**src/rtl/mips_ctrl_pkg.sv**
```systemverilog
// Shared constants for the multicycle MIPS controller: ALU function codes,
// opcode/funct encodings, FSM state enumeration and datapath select values.
package mips_ctrl_pkg;

  localparam int unsigned FUN_W = 6;
  localparam int unsigned SEL_W = 2;

  // ALU function codes
  localparam logic [FUN_W-1:0] ALU_ADD   = 6'b000000;
  localparam logic [FUN_W-1:0] ALU_SUB   = 6'b000001;
  localparam logic [FUN_W-1:0] ALU_AND   = 6'b011000;
  localparam logic [FUN_W-1:0] ALU_OR    = 6'b011110;
  localparam logic [FUN_W-1:0] ALU_XOR   = 6'b010110;
  localparam logic [FUN_W-1:0] ALU_NOR   = 6'b010001;
  localparam logic [FUN_W-1:0] ALU_PASSA = 6'b011010;
  localparam logic [FUN_W-1:0] ALU_SLL   = 6'b100000;
  localparam logic [FUN_W-1:0] ALU_SRL   = 6'b100001;
  localparam logic [FUN_W-1:0] ALU_SRA   = 6'b100011;
  localparam logic [FUN_W-1:0] ALU_EQ    = 6'b110011;
  localparam logic [FUN_W-1:0] ALU_NEQ   = 6'b110001;
  localparam logic [FUN_W-1:0] ALU_LT    = 6'b110101;
  localparam logic [FUN_W-1:0] ALU_LEZ   = 6'b111101;
  localparam logic [FUN_W-1:0] ALU_LTZ   = 6'b111011;
  localparam logic [FUN_W-1:0] ALU_GTZ   = 6'b111111;

  // Opcodes
  localparam logic [FUN_W-1:0] OP_RTYPE  = 6'h00;
  localparam logic [FUN_W-1:0] OP_REGIMM = 6'h01;
  localparam logic [FUN_W-1:0] OP_J      = 6'h02;
  localparam logic [FUN_W-1:0] OP_JAL    = 6'h03;
  localparam logic [FUN_W-1:0] OP_BEQ    = 6'h04;
  localparam logic [FUN_W-1:0] OP_BNE    = 6'h05;
  localparam logic [FUN_W-1:0] OP_BLEZ   = 6'h06;
  localparam logic [FUN_W-1:0] OP_BGTZ   = 6'h07;
  localparam logic [FUN_W-1:0] OP_ADDI   = 6'h08;
  localparam logic [FUN_W-1:0] OP_ADDIU  = 6'h09;
  localparam logic [FUN_W-1:0] OP_SLTI   = 6'h0A;
  localparam logic [FUN_W-1:0] OP_SLTIU  = 6'h0B;
  localparam logic [FUN_W-1:0] OP_ANDI   = 6'h0C;
  localparam logic [FUN_W-1:0] OP_ORI    = 6'h0D;
  localparam logic [FUN_W-1:0] OP_XORI   = 6'h0E;
  localparam logic [FUN_W-1:0] OP_LUI    = 6'h0F;
  localparam logic [FUN_W-1:0] OP_LW     = 6'h23;
  localparam logic [FUN_W-1:0] OP_SW     = 6'h2B;

  // R-type funct codes
  localparam logic [FUN_W-1:0] FN_SLL  = 6'h00;
  localparam logic [FUN_W-1:0] FN_SRL  = 6'h02;
  localparam logic [FUN_W-1:0] FN_SRA  = 6'h03;
  localparam logic [FUN_W-1:0] FN_JR   = 6'h08;
  localparam logic [FUN_W-1:0] FN_JALR = 6'h09;
  localparam logic [FUN_W-1:0] FN_ADD  = 6'h20;
  localparam logic [FUN_W-1:0] FN_ADDU = 6'h21;
  localparam logic [FUN_W-1:0] FN_SUB  = 6'h22;
  localparam logic [FUN_W-1:0] FN_SUBU = 6'h23;
  localparam logic [FUN_W-1:0] FN_AND  = 6'h24;
  localparam logic [FUN_W-1:0] FN_OR   = 6'h25;
  localparam logic [FUN_W-1:0] FN_XOR  = 6'h26;
  localparam logic [FUN_W-1:0] FN_NOR  = 6'h27;
  localparam logic [FUN_W-1:0] FN_SLT  = 6'h2A;
  localparam logic [FUN_W-1:0] FN_SLTU = 6'h2B;

  typedef enum logic [3:0] {
    S_FETCH, S_DECODE, S_EXEC, S_ADDR, S_MEM_RD, S_MEM_WR,
    S_WB_ALU, S_WB_MEM, S_BRANCH, S_JUMP, S_TRAP
  } state_e;

  // Datapath select values
  localparam logic [SEL_W-1:0] SRCA_PC    = 2'd0;
  localparam logic [SEL_W-1:0] SRCA_RS    = 2'd1;
  localparam logic [SEL_W-1:0] SRCA_SHAMT = 2'd2;
  localparam logic [SEL_W-1:0] SRCA_C16   = 2'd3;
  localparam logic [SEL_W-1:0] SRCB_RT    = 2'd0;
  localparam logic [SEL_W-1:0] SRCB_4     = 2'd1;
  localparam logic [SEL_W-1:0] SRCB_IMM   = 2'd2;
  localparam logic [SEL_W-1:0] SRCB_IMM4  = 2'd3;
  localparam logic [SEL_W-1:0] PCS_ALU    = 2'd0;
  localparam logic [SEL_W-1:0] PCS_ALUOUT = 2'd1;
  localparam logic [SEL_W-1:0] PCS_JUMP   = 2'd2;
  localparam logic [SEL_W-1:0] PCS_RS     = 2'd3;
  localparam logic [SEL_W-1:0] DST_RT     = 2'd0;
  localparam logic [SEL_W-1:0] DST_RD     = 2'd1;
  localparam logic [SEL_W-1:0] DST_RA     = 2'd2;
  localparam logic [SEL_W-1:0] M2R_ALU    = 2'd0;
  localparam logic [SEL_W-1:0] M2R_MDR    = 2'd1;
  localparam logic [SEL_W-1:0] M2R_PC     = 2'd2;

endpackage

```
**src/rtl/mips_multicycle_ctrl_if.sv**
```systemverilog
// Controller <-> datapath/memory bundle.
// master: controller (drives ALU command, selects, strobes; reads memory/ALU status)
// slave : datapath/memory side (drives mem_rdata, mem_ready, alu_cmp)
interface mips_multicycle_ctrl_if;
  logic [31:0] mem_rdata;
  logic        mem_ready;
  logic        alu_cmp;
  logic [5:0]  alu_fun;
  logic        alu_sign;
  logic [1:0]  alu_src_a;
  logic [1:0]  alu_src_b;
  logic        ext_sign;
  logic        mem_read;
  logic        mem_write;
  logic        iord;
  logic        ir_write;
  logic        pc_write;
  logic [1:0]  pc_src;
  logic        reg_write;
  logic [1:0]  reg_dst;
  logic [1:0]  mem_to_reg;
  logic        illegal;

  modport master (
    input  mem_rdata, mem_ready, alu_cmp,
    output alu_fun, alu_sign, alu_src_a, alu_src_b, ext_sign, mem_read, mem_write,
           iord, ir_write, pc_write, pc_src, reg_write, reg_dst, mem_to_reg, illegal
  );

  modport slave (
    output mem_rdata, mem_ready, alu_cmp,
    input  alu_fun, alu_sign, alu_src_a, alu_src_b, ext_sign, mem_read, mem_write,
           iord, ir_write, pc_write, pc_src, reg_write, reg_dst, mem_to_reg, illegal
  );
endinterface

```
**src/rtl/alu_fun_decode.sv**
```systemverilog
// Combinational ALU command decode from (state, opcode, funct).
// Ports: i_state, i_opcode, i_funct in; o_alu_fun_c, o_alu_sign_c, o_ext_sign_c out.
module alu_fun_decode
  import mips_ctrl_pkg::*;
(
  input  state_e           i_state,
  input  logic [FUN_W-1:0] i_opcode,
  input  logic [FUN_W-1:0] i_funct,
  output logic [FUN_W-1:0] o_alu_fun_c,
  output logic             o_alu_sign_c,
  output logic             o_ext_sign_c
);

  always_comb begin
    o_alu_fun_c  = ALU_ADD;
    o_alu_sign_c = 1'b0;
    o_ext_sign_c = 1'b0;
    // Immediate extension only matters in states that route imm16 into the ALU
    if (i_state inside {S_DECODE, S_EXEC, S_ADDR})
      o_ext_sign_c = !(i_opcode inside {OP_ANDI, OP_ORI, OP_XORI});
    case (i_state)
      S_EXEC: begin
        if (i_opcode == OP_RTYPE) begin
          case (i_funct)
            FN_ADD:  begin o_alu_fun_c = ALU_ADD; o_alu_sign_c = 1'b1; end
            FN_ADDU: o_alu_fun_c = ALU_ADD;
            FN_SUB:  begin o_alu_fun_c = ALU_SUB; o_alu_sign_c = 1'b1; end
            FN_SUBU: o_alu_fun_c = ALU_SUB;
            FN_AND:  o_alu_fun_c = ALU_AND;
            FN_OR:   o_alu_fun_c = ALU_OR;
            FN_XOR:  o_alu_fun_c = ALU_XOR;
            FN_NOR:  o_alu_fun_c = ALU_NOR;
            FN_SLT:  begin o_alu_fun_c = ALU_LT; o_alu_sign_c = 1'b1; end
            FN_SLTU: o_alu_fun_c = ALU_LT;
            FN_SLL:  o_alu_fun_c = ALU_SLL;
            FN_SRL:  o_alu_fun_c = ALU_SRL;
            FN_SRA:  o_alu_fun_c = ALU_SRA;
            default: ;
          endcase
        end else begin
          case (i_opcode)
            OP_ADDI:  begin o_alu_fun_c = ALU_ADD; o_alu_sign_c = 1'b1; end
            OP_ADDIU: o_alu_fun_c = ALU_ADD;
            OP_SLTI:  begin o_alu_fun_c = ALU_LT; o_alu_sign_c = 1'b1; end
            OP_SLTIU: o_alu_fun_c = ALU_LT;
            OP_ANDI:  o_alu_fun_c = ALU_AND;
            OP_ORI:   o_alu_fun_c = ALU_OR;
            OP_XORI:  o_alu_fun_c = ALU_XOR;
            // lui = imm16 << 16, built as SLL with A = constant 16
            OP_LUI:   o_alu_fun_c = ALU_SLL;
            default: ;
          endcase
        end
      end
      S_BRANCH: begin
        o_alu_sign_c = 1'b1;
        case (i_opcode)
          OP_BEQ:  o_alu_fun_c = ALU_EQ;
          OP_BNE:  o_alu_fun_c = ALU_NEQ;
          OP_BLEZ: o_alu_fun_c = ALU_LEZ;
          OP_BGTZ: o_alu_fun_c = ALU_GTZ;
          default: o_alu_fun_c = ALU_LTZ;
        endcase
      end
      default: ;
    endcase
  end

endmodule

```
**src/rtl/mips_multicycle_ctrl.sv**
```systemverilog
// Multicycle MIPS control FSM: owns IR and state, sequences the datapath.
// Ports: i_clk, i_reset (sync, active-high), io_bus (master modport carrying
// memory/ALU status inputs and all ALU command, select and strobe outputs).
module mips_multicycle_ctrl
  import mips_ctrl_pkg::*;
(
  input  logic                   i_clk,
  input  logic                   i_reset,
  mips_multicycle_ctrl_if.master io_bus
);

  state_e      r_state, w_next;
  logic [31:0] r_ir;

  logic [FUN_W-1:0] w_op, w_fn, w_alu_fun;
  logic w_is_r, w_shift, w_r_alu, w_r_jump, w_i_alu, w_mem, w_branch, w_jump;
  logic w_alu_sign, w_ext_sign, w_mem_read, w_mem_write, w_iord, w_ir_write;
  logic w_pc_write, w_reg_write, w_illegal;
  logic [SEL_W-1:0] w_src_a, w_src_b, w_pc_src, w_reg_dst, w_mem_to_reg;
  logic w_unused_ir;

  assign w_op        = r_ir[31:26];
  assign w_fn        = r_ir[5:0];
  assign w_unused_ir = ^{r_ir[25:21], r_ir[15:6]};

  // Instruction classification; anything not matched traps
  assign w_is_r   = (w_op == OP_RTYPE);
  assign w_shift  = w_is_r && (w_fn inside {FN_SLL, FN_SRL, FN_SRA});
  assign w_r_alu  = w_shift || (w_is_r && (w_fn inside {FN_ADD, FN_ADDU, FN_SUB, FN_SUBU,
                    FN_AND, FN_OR, FN_XOR, FN_NOR, FN_SLT, FN_SLTU}));
  assign w_r_jump = w_is_r && (w_fn inside {FN_JR, FN_JALR});
  assign w_i_alu  = w_op inside {OP_ADDI, OP_ADDIU, OP_SLTI, OP_SLTIU,
                                 OP_ANDI, OP_ORI, OP_XORI, OP_LUI};
  assign w_mem    = w_op inside {OP_LW, OP_SW};
  // REGIMM is only bltz (rt == 0)
  assign w_branch = (w_op inside {OP_BEQ, OP_BNE, OP_BLEZ, OP_BGTZ}) ||
                    ((w_op == OP_REGIMM) && (r_ir[20:16] == 5'd0));
  assign w_jump   = (w_op inside {OP_J, OP_JAL}) || w_r_jump;

  // State and IR registers
  always_ff @(posedge i_clk) begin
    if (i_reset) begin
      r_state <= S_FETCH;
      r_ir    <= '0;
    end else begin
      r_state <= w_next;
      if ((r_state == S_FETCH) && io_bus.mem_ready) r_ir <= io_bus.mem_rdata;
    end
  end

  alu_fun_decode u_alu_fun_decode (
    .i_state      (r_state),
    .i_opcode     (w_op),
    .i_funct      (w_fn),
    .o_alu_fun_c  (w_alu_fun),
    .o_alu_sign_c (w_alu_sign),
    .o_ext_sign_c (w_ext_sign)
  );

  // Next state and datapath controls
  always_comb begin
    w_next       = r_state;
    w_src_a      = SRCA_PC;
    w_src_b      = SRCB_RT;
    w_mem_read   = 1'b0;
    w_mem_write  = 1'b0;
    w_iord       = 1'b0;
    w_ir_write   = 1'b0;
    w_pc_write   = 1'b0;
    w_pc_src     = PCS_ALU;
    w_reg_write  = 1'b0;
    w_reg_dst    = DST_RT;
    w_mem_to_reg = M2R_ALU;
    w_illegal    = 1'b0;
    case (r_state)
      S_FETCH: begin
        w_mem_read = 1'b1;
        w_src_b    = SRCB_4;
        if (io_bus.mem_ready) begin
          w_ir_write = 1'b1;
          w_pc_write = 1'b1;
          w_next     = S_DECODE;
        end
      end
      S_DECODE: begin
        w_src_b = SRCB_IMM4;
        if (w_r_alu || w_i_alu) w_next = S_EXEC;
        else if (w_mem)         w_next = S_ADDR;
        else if (w_branch)      w_next = S_BRANCH;
        else if (w_jump)        w_next = S_JUMP;
        else                    w_next = S_TRAP;
      end
      S_EXEC: begin
        if (w_is_r) begin
          w_src_a = w_shift ? SRCA_SHAMT : SRCA_RS;
          w_src_b = SRCB_RT;
        end else begin
          w_src_a = (w_op == OP_LUI) ? SRCA_C16 : SRCA_RS;
          w_src_b = SRCB_IMM;
        end
        w_next = S_WB_ALU;
      end
      S_ADDR: begin
        w_src_a = SRCA_RS;
        w_src_b = SRCB_IMM;
        w_next  = (w_op == OP_LW) ? S_MEM_RD : S_MEM_WR;
      end
      S_MEM_RD: begin
        w_mem_read = 1'b1;
        w_iord     = 1'b1;
        if (io_bus.mem_ready) w_next = S_WB_MEM;
      end
      S_MEM_WR: begin
        w_mem_write = 1'b1;
        w_iord      = 1'b1;
        if (io_bus.mem_ready) w_next = S_FETCH;
      end
      S_WB_ALU: begin
        w_reg_write = 1'b1;
        w_reg_dst   = w_is_r ? DST_RD : DST_RT;
        w_next      = S_FETCH;
      end
      S_WB_MEM: begin
        w_reg_write  = 1'b1;
        w_mem_to_reg = M2R_MDR;
        w_next       = S_FETCH;
      end
      S_BRANCH: begin
        w_src_a    = SRCA_RS;
        w_src_b    = SRCB_RT;
        w_pc_src   = PCS_ALUOUT;
        w_pc_write = io_bus.alu_cmp;
        w_next     = S_FETCH;
      end
      S_JUMP: begin
        w_pc_write = 1'b1;
        w_pc_src   = w_r_jump ? PCS_RS : PCS_JUMP;
        if ((w_op == OP_JAL) || (w_is_r && (w_fn == FN_JALR))) begin
          w_reg_write  = 1'b1;
          w_mem_to_reg = M2R_PC;
          w_reg_dst    = (w_op == OP_JAL) ? DST_RA : DST_RD;
        end
        w_next = S_FETCH;
      end
      S_TRAP: w_illegal = 1'b1;
      default: w_next = S_FETCH;
    endcase
  end

  // Every output is forced low while reset is held
  assign io_bus.alu_fun    = i_reset ? '0 : w_alu_fun;
  assign io_bus.alu_sign   = w_alu_sign   & ~i_reset;
  assign io_bus.alu_src_a  = i_reset ? '0 : w_src_a;
  assign io_bus.alu_src_b  = i_reset ? '0 : w_src_b;
  assign io_bus.ext_sign   = w_ext_sign   & ~i_reset;
  assign io_bus.mem_read   = w_mem_read   & ~i_reset;
  assign io_bus.mem_write  = w_mem_write  & ~i_reset;
  assign io_bus.iord       = w_iord       & ~i_reset;
  assign io_bus.ir_write   = w_ir_write   & ~i_reset;
  assign io_bus.pc_write   = w_pc_write   & ~i_reset;
  assign io_bus.pc_src     = i_reset ? '0 : w_pc_src;
  assign io_bus.reg_write  = w_reg_write  & ~i_reset;
  assign io_bus.reg_dst    = i_reset ? '0 : w_reg_dst;
  assign io_bus.mem_to_reg = i_reset ? '0 : w_mem_to_reg;
  assign io_bus.illegal    = w_illegal    & ~i_reset;

endmodule

```
**src/flat_wrapper.sv**
```systemverilog
// flat-port wrapper written by rule: the top's interface ports become plain ports
module mips_multicycle_ctrl_flat import mips_ctrl_pkg::*;
  (i_clk, i_reset, io_bus_mem_rdata, io_bus_mem_ready, io_bus_alu_cmp, io_bus_alu_fun, io_bus_alu_sign, io_bus_alu_src_a, io_bus_alu_src_b, io_bus_ext_sign, io_bus_mem_read, io_bus_mem_write, io_bus_iord, io_bus_ir_write, io_bus_pc_write, io_bus_pc_src, io_bus_reg_write, io_bus_reg_dst, io_bus_mem_to_reg, io_bus_illegal);
  mips_multicycle_ctrl_if io_bus_i ();
  input  logic i_clk;
  input  logic i_reset;
  input wire logic [$bits(io_bus_i.mem_rdata)-1:0] io_bus_mem_rdata;
  input wire logic [$bits(io_bus_i.mem_ready)-1:0] io_bus_mem_ready;
  input wire logic [$bits(io_bus_i.alu_cmp)-1:0] io_bus_alu_cmp;
  output wire logic [$bits(io_bus_i.alu_fun)-1:0] io_bus_alu_fun;
  output wire logic [$bits(io_bus_i.alu_sign)-1:0] io_bus_alu_sign;
  output wire logic [$bits(io_bus_i.alu_src_a)-1:0] io_bus_alu_src_a;
  output wire logic [$bits(io_bus_i.alu_src_b)-1:0] io_bus_alu_src_b;
  output wire logic [$bits(io_bus_i.ext_sign)-1:0] io_bus_ext_sign;
  output wire logic [$bits(io_bus_i.mem_read)-1:0] io_bus_mem_read;
  output wire logic [$bits(io_bus_i.mem_write)-1:0] io_bus_mem_write;
  output wire logic [$bits(io_bus_i.iord)-1:0] io_bus_iord;
  output wire logic [$bits(io_bus_i.ir_write)-1:0] io_bus_ir_write;
  output wire logic [$bits(io_bus_i.pc_write)-1:0] io_bus_pc_write;
  output wire logic [$bits(io_bus_i.pc_src)-1:0] io_bus_pc_src;
  output wire logic [$bits(io_bus_i.reg_write)-1:0] io_bus_reg_write;
  output wire logic [$bits(io_bus_i.reg_dst)-1:0] io_bus_reg_dst;
  output wire logic [$bits(io_bus_i.mem_to_reg)-1:0] io_bus_mem_to_reg;
  output wire logic [$bits(io_bus_i.illegal)-1:0] io_bus_illegal;
  assign io_bus_i.mem_rdata = io_bus_mem_rdata;
  assign io_bus_i.mem_ready = io_bus_mem_ready;
  assign io_bus_i.alu_cmp = io_bus_alu_cmp;
  assign io_bus_alu_fun = io_bus_i.alu_fun;
  assign io_bus_alu_sign = io_bus_i.alu_sign;
  assign io_bus_alu_src_a = io_bus_i.alu_src_a;
  assign io_bus_alu_src_b = io_bus_i.alu_src_b;
  assign io_bus_ext_sign = io_bus_i.ext_sign;
  assign io_bus_mem_read = io_bus_i.mem_read;
  assign io_bus_mem_write = io_bus_i.mem_write;
  assign io_bus_iord = io_bus_i.iord;
  assign io_bus_ir_write = io_bus_i.ir_write;
  assign io_bus_pc_write = io_bus_i.pc_write;
  assign io_bus_pc_src = io_bus_i.pc_src;
  assign io_bus_reg_write = io_bus_i.reg_write;
  assign io_bus_reg_dst = io_bus_i.reg_dst;
  assign io_bus_mem_to_reg = io_bus_i.mem_to_reg;
  assign io_bus_illegal = io_bus_i.illegal;
  mips_multicycle_ctrl u_core (.i_clk(i_clk), .i_reset(i_reset), .io_bus(io_bus_i));
endmodule
```
**config.mk**
```make
export PLATFORM = sky130hd
export DESIGN_NAME = mips_multicycle_ctrl_flat
export DESIGN_NICKNAME = d
export VERILOG_FILES = /design/src/rtl/mips_ctrl_pkg.sv /design/src/rtl/mips_multicycle_ctrl_if.sv /design/src/rtl/alu_fun_decode.sv /design/src/rtl/mips_multicycle_ctrl.sv /design/src/flat_wrapper.sv
export SDC_FILE = /design/constraint.sdc
export NUM_CORES = 1
export LEC_CHECK = 0
export CORE_ASPECT_RATIO = 2
export CORE_MARGIN = 5
export CORE_UTILIZATION = 40
export CTS_CLUSTER_DIAMETER = 200
export DETAILED_ROUTE_END_ITERATION = 12
export PLACE_DENSITY = 0.81
export SYNTH_ARGS = -nofsm -noshare
export SYNTH_HDL_FRONTEND = slang
export SYNTH_SLANG_ARGS = --single-unit
```
**constraint.sdc**
```tcl
create_clock -name i_clk -period 4.45 [get_ports i_clk]
set_input_delay 0.445 -clock i_clk [delete_from_list [all_inputs] [get_ports i_clk]]
set_output_delay 0.445 -clock i_clk [all_outputs]
set_load 0.02 [all_outputs]
```
* Word-level counts from Yosys, hierarchy flattened *
Cells that the tools add are included.

operators by class
  equal/unequal tests = 44
  mux-type cells = 48
  bitwise operators = 11
  reduce and logical (&&, ||, !) cells = 35

operator list
  kind                                                 number
  equality test 6 bit, second input constant           12
  equality test 6 x 4 -> 1 bit, second input constant  10
  one-hot mux 6 bit (9 select lines)                   1
  one-hot mux 6 bit (5 select lines)                   1
  one-hot mux 4 bit (7 select lines)                   1
  2-to-1 mux 2 bit                                     13
  equality test 6 x 2 -> 1 bit, second input constant  4
  equality test 6 x 3 -> 1 bit, second input constant  4
  2-to-1 mux 4 bit                                     6
  equality test 4 x 3 -> 1 bit, second input constant  4
  one-hot mux 2 bit (2 select lines)                   4
  one-hot mux 4 bit (4 select lines)                   1
  OR reduction 2 bit                                   8
  2-to-1 mux 1 bit                                     14
  equality test 4 bit, second input constant           3
  logical NOT 6 bit                                    2
  2-to-1 mux 6 bit                                     2
  one-hot mux 6 bit (2 select lines)                   1
  nonzero test 10 bit                                  1
  AND 1 bit                                            9
  nonzero test 3 bit                                   3
  equality test 4 x 2 -> 1 bit, second input constant  2
  one-hot mux 2 bit (4 select lines)                   1
  nonzero test 8 bit                                   1
  15 further kinds                                     30

storage, ports and cells
  register bits = 36
  input port bits = 36
  output and inout bits = 25
  logic and storage cells = 140

* Depth between registers and ports, before layout *
  depth after elaboration = 9
  mapped depth = 7
  mapped depth without buffers = 5

* Modules after synthesis *
Synthesis repeated with hierarchy kept, for this count alone.

second synthesis, totals
  cell total of the unflattened synthesis = 238
  area total of the unflattened synthesis = 1,694.1 um2

by module, submodules not included
  module                times used  cells each  area an instance (um2)  sequential area each (um2)
  mips_multicycle_ctrl  1           180         1,301.2                 420.4
  alu_fun_decode        1           58          392.9                   0.0

* Least setup slack after synthesis *
Ideal clock, no wire load.

  kind = input to output
  start = in i_reset
  end = out io_bus_reg_write
  arrival = 1.800 ns
  data required time = 4.005 ns
  path slack = 2.205 ns
  stages = 5
  path buffers = 1
  cell sequence = buf_6 > or3_1 > nor2_1 > nand2_1 > o21ai_1

between the ends
  longest elaborated chain between the ends = 2

RTL lines
  item             RTL line                     source
  start, declared  flat_wrapper.sv:6            input logic i_reset;
  inverter 1 bit   mips_multicycle_ctrl.sv:162  assign io_bus.reg_write = w_reg_write & ~i_reset;
  AND 1 bit        mips_multicycle_ctrl.sv:162
  end, declared    flat_wrapper.sv:21           output wire logic [$bits(io_bus_i.reg_write)-1:0] io_bus_reg_write;

No other way between the ends.

* Worst setup path after layout *
  start = in i_reset
  end = out io_bus_alu_fun[1]

between the ends
  longest elaborated chain between the ends = 1

RTL lines
  item              RTL line                     source
  2-to-1 mux 6 bit  mips_multicycle_ctrl.sv:151  assign io_bus.alu_fun = i_reset ? '0 : w_alu_fun;
  end, declared     flat_wrapper.sv:10           output wire logic [$bits(io_bus_i.alu_fun)-1:0] io_bus_alu_fun;

No other way between the ends.

==> flow_metrics.py <==
metrics = {
    "pwr": {
        "comb_power_share": 0.531,
        "leakagePower_nw": 0.696,
        "switching_share": 0.471,
        "pwr-share-clk": 0.123,
        "pwr-share-seq": 0.346,
        "p_int_mw": 0.517,
        "p_total_mw": 0.979,
        "p_per_area_mw_per_mm2": 478,
        "vdd_ir_drop_max_mv": 0.225,
        "switching_power_mw": 0.461,
    },
    "critical_path": {
        "reg2regPathDepth": 5,
        "arrival_ns": 2.84,
        "crit_path_top_delay_cell": "clkdlybuf4s50_1",
        "crit_type": "input port to primary output",
        "cp.required_ns": 4.01,
        "start_kind": "input port",
        "end_kind": "primary output",
        "slowest_delay_ns": 0.60,
        "path_common_cell": "clkdlybuf4s50_1",
        "crit_chain": "clkdlybuf4s50_1 -> buf_4 -> or3_4 -> or2_1 -> o32ai_1 -> a31o_1 -> clkdlybuf4s50_1",
        "cp_max_fo": 29,
    },
    "floorplanning": {
        "core-area_mm2": 0.00388,
        "dieArea_mm2": 0.00548,
        "die_width_um": 54.9,
        "ios": 61,
        "initial_core_util": 0.415,
        "rows": 32,
        "die_y_um": 99.8,
    },
    "timing": {
        "slew_viol_final": 0,
        "setup_viol": 0,
        "setup_ws_ns": 1.16,
        "worstMarginPinSlew_ns": 0.944,
        "hold_viol_final": 0,
        "slew_headroom": 0.367,
        "finalSetupTns_ns": 0,
        "grt_setup_unrepaired": "false",
        "period_minus_slack_ns": 3.29,
        "finalClockSkew_ns": 0.00529,
        "fmax_mhz": 304,
        "fin_crit_sh": 0.739,
    },
    "yosys": {
        "async_flop_share": 0,
        "synth-edff-count": 0,
        "ys_ff_latch": 21,
        "yosys_most_used_dff": "dfxtp_1",
        "syn_area_mm2": 0.00161,
        "syn_inst": 234,
        "ys_types": 54,
        "yosys_warnings": 0,
        "synth_seq_area_share": 0.261,
        "syn_area_per_cell_um2": 6.89,
        "syn_nets": 270,
    },
    "clock_network": {
        "cts_root_buffer": "clkbuf_8",
        "h-tree-depth": 1,
        "clk_latency_ns": 0.25,
        "cts_resized": 0,
        "cts_tree": "yes",
        "clkTransAtPathRegs_ns": 0.08,
        "clock_sinks": 21,
        "numCtsBuffers": 3,
        "cts.path.max_buffers": 2,
        "post_cts_buffers": 0,
        "cts_hold_buf": 0,
    },
    "hold_path": {
        "hold_path_class": "flip-flop to flip-flop",
        "hold_depth": 2,
    },
    "place": {
        "preCtsSetupSlack_ns": 1.16,
        "portBuffers": 45,
        "gp_congestion": 0.904,
        "hpwl_mm": 3.38,
    },
    "detailed_routing": {
        "vias_per_cell": 5.54,
        "via_count": 1752,
        "wl_per_cell_um": 13.6,
        "first_pass_iters": 4,
        "remaining_drc_errors": 0,
        "routed_wl_mm": 4.28,
        "initialDrtViolationCount": 59,
        "ant_nets": 0,
    },
    "layout": {
        "final_common_cell": "nand2_1",
        "drive_gt1_frac": 0.0566,
        "diodes": 0,
        "final_net_count": 302,
        "area_growth_pct": 27.0,
        "final_cell_mix": "50 x nand2_1, 45 x clkdlybuf4s50_1, 25 x a21oi_1",
    },
    "global_route": {
        "antenna_found_initial": 0,
        "grt_max_degree": 30,
        "grt_pass1_vias": 1687,
        "grt_first_pass_wirelength_mm": 7.33,
        "overflow": 0,
        "track_usage": 0.173,
    },
    "run_status": {
        "status": "finished clean",
    },
    "job": {
        "maxCapViolCount": 0,
    },
}
[cells by family (layout without fill, tap and decap cells)]
family                    count (synthesis)  after routing  share of synthesized area
buffers and inverters                    24             55                     0.0939
AOI/OAI and AO/OA                        62             62                      0.241
DFF                                      21             21                      0.261
xor gates and xnor gates                  1              1                    0.00544
and+or+nand+nor                         126            126                      0.398
[worst max-delay path: cells and delay by family]
kind / cells / cell delay (ns)
AOI/OAI and AO/OA: 2 / 0.48
buffers and inverters: 3 / 1.23
and+or+nand+nor: 2 / 0.69
[final timing paths]
kind / from / endpoint / slack (ns)
hold / removal: u_core.r_ir[18]$_SDFFE_PP0P_ / u_core.r_ir[18]$_SDFFE_PP0P_ / 0.46
hold reg to reg: u_core.r_ir[18]$_SDFFE_PP0P_ / u_core.r_ir[18]$_SDFFE_PP0P_ / 0.46
setup reg to reg: u_core.r_state[1]$_SDFFE_PP0P_ / u_core.r_ir[26]$_SDFFE_PP0P_ / 2.50
setup / recovery: i_reset / io_bus_alu_fun[1] / 1.16
[synthesized netlist by cell type, drive strengths merged (2+ instances only)]
cell | instances | area share
nor2b | 4 | 0.016
o21a | 2 | 0.0093
dfxtp | 21 | 0.26
a21oi | 26 | 0.083
nor3 | 13 | 0.050
nor4 | 5 | 0.029
or2b | 2 | 0.010
and3 | 2 | 0.0078
a31oi | 5 | 0.019
or3 | 3 | 0.015
nor2 | 24 | 0.057
nand4 | 3 | 0.012
or2 | 2 | 0.0078
and2 | 2 | 0.0078
or4 | 2 | 0.012
nand2b | 3 | 0.012
o32a | 2 | 0.012
o31ai | 2 | 0.0093
clkbuf | 6 | 0.016
buf | 12 | 0.061
nand2 | 51 | 0.12
o21ai | 13 | 0.040
nand3 | 5 | 0.016
o311ai | 2 | 0.011
inv | 5 | 0.012
[routing by layer]
| metal | GRT usage | vias up | share of wire |
|---|---|---|---|
| li1 | - | 891 | - |
| met1 | 0.189 | 772 | 0.37 |
| met2 | 0.296 | 68 | 0.53 |
| met3 | 0.0165 | 21 | 0.038 |
| met4 | 0.111 | 0 | 0.055 |
| met5 | 0 | - | 0 |
[cell type report]
type / count / area, um2
fill: 418 / 1840
multi-input combinational: 189 / 1040
timing repair buffer: 46 / 458
sequential: 21 / 420
tap: 51 / 63.8
clock buffer: 3 / 41.3
inverter: 5 / 18.8
clock inverter: 1 / 5.00
[power by group through the flow]
stage | Sequential, mW | Clock, mW | Combinational [mW]
CTS | 0.335 | 0.124 | 0.522
floorplan | 0.274 | 0 | 0.453
finish | 0.338 | 0.121 | 0.520
global route | 0.350 | 0.131 | 0.585
detailed placement | 0.340 | 0 | 0.521
global placement | 0.337 | 0 | 0.513
[registers in the layout (all words and copies together), names as in the netlist]
signal and count:
u_core.r_ir 17, u_core.r_state 4
[per-stage QoR]
| step | cell area, um2 | utilization | cells | hold slack (ns) |
|---|---|---|---|---|
| after floorplan | 1610 | - | 234 | 0.436 |
| after global placement | 2000 | 0.515 | 312 | 0.445 |
| after detailed placement | 2000 | 0.515 | 312 | 0.448 |
| after CTS | 2050 | 0.527 | 316 | 0.460 |
| after global routing | 2050 | 0.527 | 316 | 0.481 |
| final | 2050 | 0.527 | 316 | 0.459 |
Power figures use the tool's default switching activity.
==> patch: new RTL, same settings <==
Make the reset (`i_reset`) asynchronous in one clocked block.
--- a/src/rtl/mips_multicycle_ctrl.sv
+++ b/src/rtl/mips_multicycle_ctrl.sv
@@ -40,3 +40,3 @@
   // State and IR registers
-  always_ff @(posedge i_clk) begin
+  always_ff @(posedge i_clk or posedge i_reset) begin
     if (i_reset) begin
Behaviour: same outputs for any inputs over 10 cycles, from zero or initial values and one cycle with i_reset high; that may be too few to reach the edited logic, so the function may still have changed.
==> patch against the unedited design <==
- global-route usage is 0.26 points lower
- setup slack worse by 0.34 ns
- design area is 5.7% higher
- total power is 31% higher
- routed wire length is 11% higher
- critical path depth stayed put
- combinational power is 24% higher
- first-iteration DRC count is 6.8% higher
- area after synthesis is 3.0% higher
- hold slack better by 0.050 ns
- non-clock buffer count is 2 higher
- sequential cell count stayed put
- critical path type unchanged
- critical endpoint is now io_bus_alu_fun[0]
- largest power group unchanged
==> patch: results (changes against the unedited design) <==
metric,value,unit,change
Compound-Gate Fraction of Synth Area,0.206,,-0.0356
routability cong.,0.892,,-1.3%
outcome,"complete, no violations",,
Worst EP arrival,3.18,ns,+0.34 ns
count of different cell masters after synthesis,43,,-20%
met2 routed WL,2.58,mm,+13%
initial antenna violation count,0,,unchanged
synth top area cells,"dfrtp_1, mux2_2, nor2_1",,
Hold Crit Class,register to register,,
Synth Instances,199,,-15%
# nets final,270,,-11%
vias in the first global route,1683,,-0.24%
Slew Limit Headroom,0.612,,+0.245
Post-Synth Adder-Cell Area,0,,unchanged
Clock transition at path regs,0.08,ns,about the same
DR WL met3,245,µm,+49%
clk_skew,0.00403,ns,-0.00126 ns
mux cell area share after synthesis,0.122,,+0.122
Core Region,4050,µm²,+4.2%
clock root buffer,clkbuf_8,,
most frequent cells after synthesis,"dfrtp_1, nor2_1, mux2_2",,
sequential element share of the synthesized area,0.317,,+0.0559
Post CTS Setup Buffer Count,0,,unchanged
Fillers,417,,-0.24%
worst-path fanout max,9,,-69%
uppermost layer routed,met4,,
Detailed Route Iter0 Violations,63,,+6.8%
Pre-antenna DRT Iters,7,,+3
CTS buffer count,3,,unchanged
vias per cell,5.92,,+6.8%
layout cells sized above 1,0.133,,+0.0764
Antenna Diode Count,0,,unchanged
Inst Count DP,281,,-9.9%
met3 Use GR,0.0269,,+0.0104
syn nets,235,,-13%
CTS max path bufs,2,,unchanged
top flop regs,"u_core.r_ir (17), u_core.r_state (4)",,
routing usage on met2,0.326,,+0.0301
pin count of the biggest net entering global routing,23,,-23%
leakage power,0.820,nW,+18%
final cell count without fillers,285,,-9.8%
GRT Total Usage,0.170,,-0.00257
worst skew pair latency,0.27,ns,+0.02 ns
XOR/XNOR Fraction of Synth Area,0.0158,,+0.0104
sum of routed wire segments on met1,1.69,mm,+5.6%
final WL,4.73,mm,+11%
worst-case vdd ir drop,301,µV,+34%
H-tree levels,1,,unchanged
Ys Warns,0,,unchanged
global-route wire length before repair,7.65,mm,+4.4%
HPWL Detailed,3.60,mm,+6.4%
"FFs w/ async S/R, synth",1.00,,+1.00
M1 GR Usage,0.166,,-0.0232
Port Buffers,45,,unchanged
R2R setup slack,2.16,ns,-0.34 ns
## patch: path summary, 6_finish.rpt
path | end | depth (start not counted) | startpoint
max in group asynchronous | u_core.r_state[0] | 4 | i_reset
max reg2reg | u_core.r_state[0] | 4 | u_core.r_ir[28]
min in group asynchronous | u_core.r_ir[28] | 4 | i_reset
min reg2reg | u_core.r_ir[20] | 1 | u_core.r_ir[20]
min | u_core.r_ir[20] | 1 | u_core.r_ir[20]
max | io_bus_alu_fun[0] | 7 | i_reset
## patch: cell families (layout without fill, tap and decap cells)
kind of cell	count (synthesis)	after routing
DFF	21	21
buffers and inverters	30	64
and+or+nand+nor	79	79
xor gates and xnor gates	3	3
muxes	18	18
AOI/OAI and AO/OA	48	48
## patch: power breakdown
part	leakage, nW	internal (mW)	switching, mW	total (mW)
registers	0.252	0.284	0.219	0.503
logic	0.543	0.334	0.313	0.647
clock network	0.0255	0.0627	0.0669	0.130
## patch: through the flow
stage / area, µm² / setup WS, ns / hold WS (ns)
finish: 2160 / 0.828 / 0.509
global route: 2160 / 0.730 / 0.532
CTS: 2160 / 0.822 / 0.513
detailed placement: 2120 / 0.848 / 0.495
global placement: 2120 / 0.881 / 0.489
floorplan: 1660 / 1.79 / 0.479
## patch: worst max-delay path, stage by stage
cell	delay, ns
clkdlybuf4s50_1	0.40
buf_4	0.17
or3_4	0.36
or2_1	0.30
or3_1	0.45
o41ai_2	0.38
clkdlybuf4s50_1	0.66
## patch: final cells by class
type                       instances  share of cell area
timing repair buffer              48               0.218
multi-input combinational        148               0.466
sequential                        21               0.243
clock buffer                       3              0.0191
inverter                          12              0.0208
clock inverter                     1             0.00231
tap                               52              0.0301
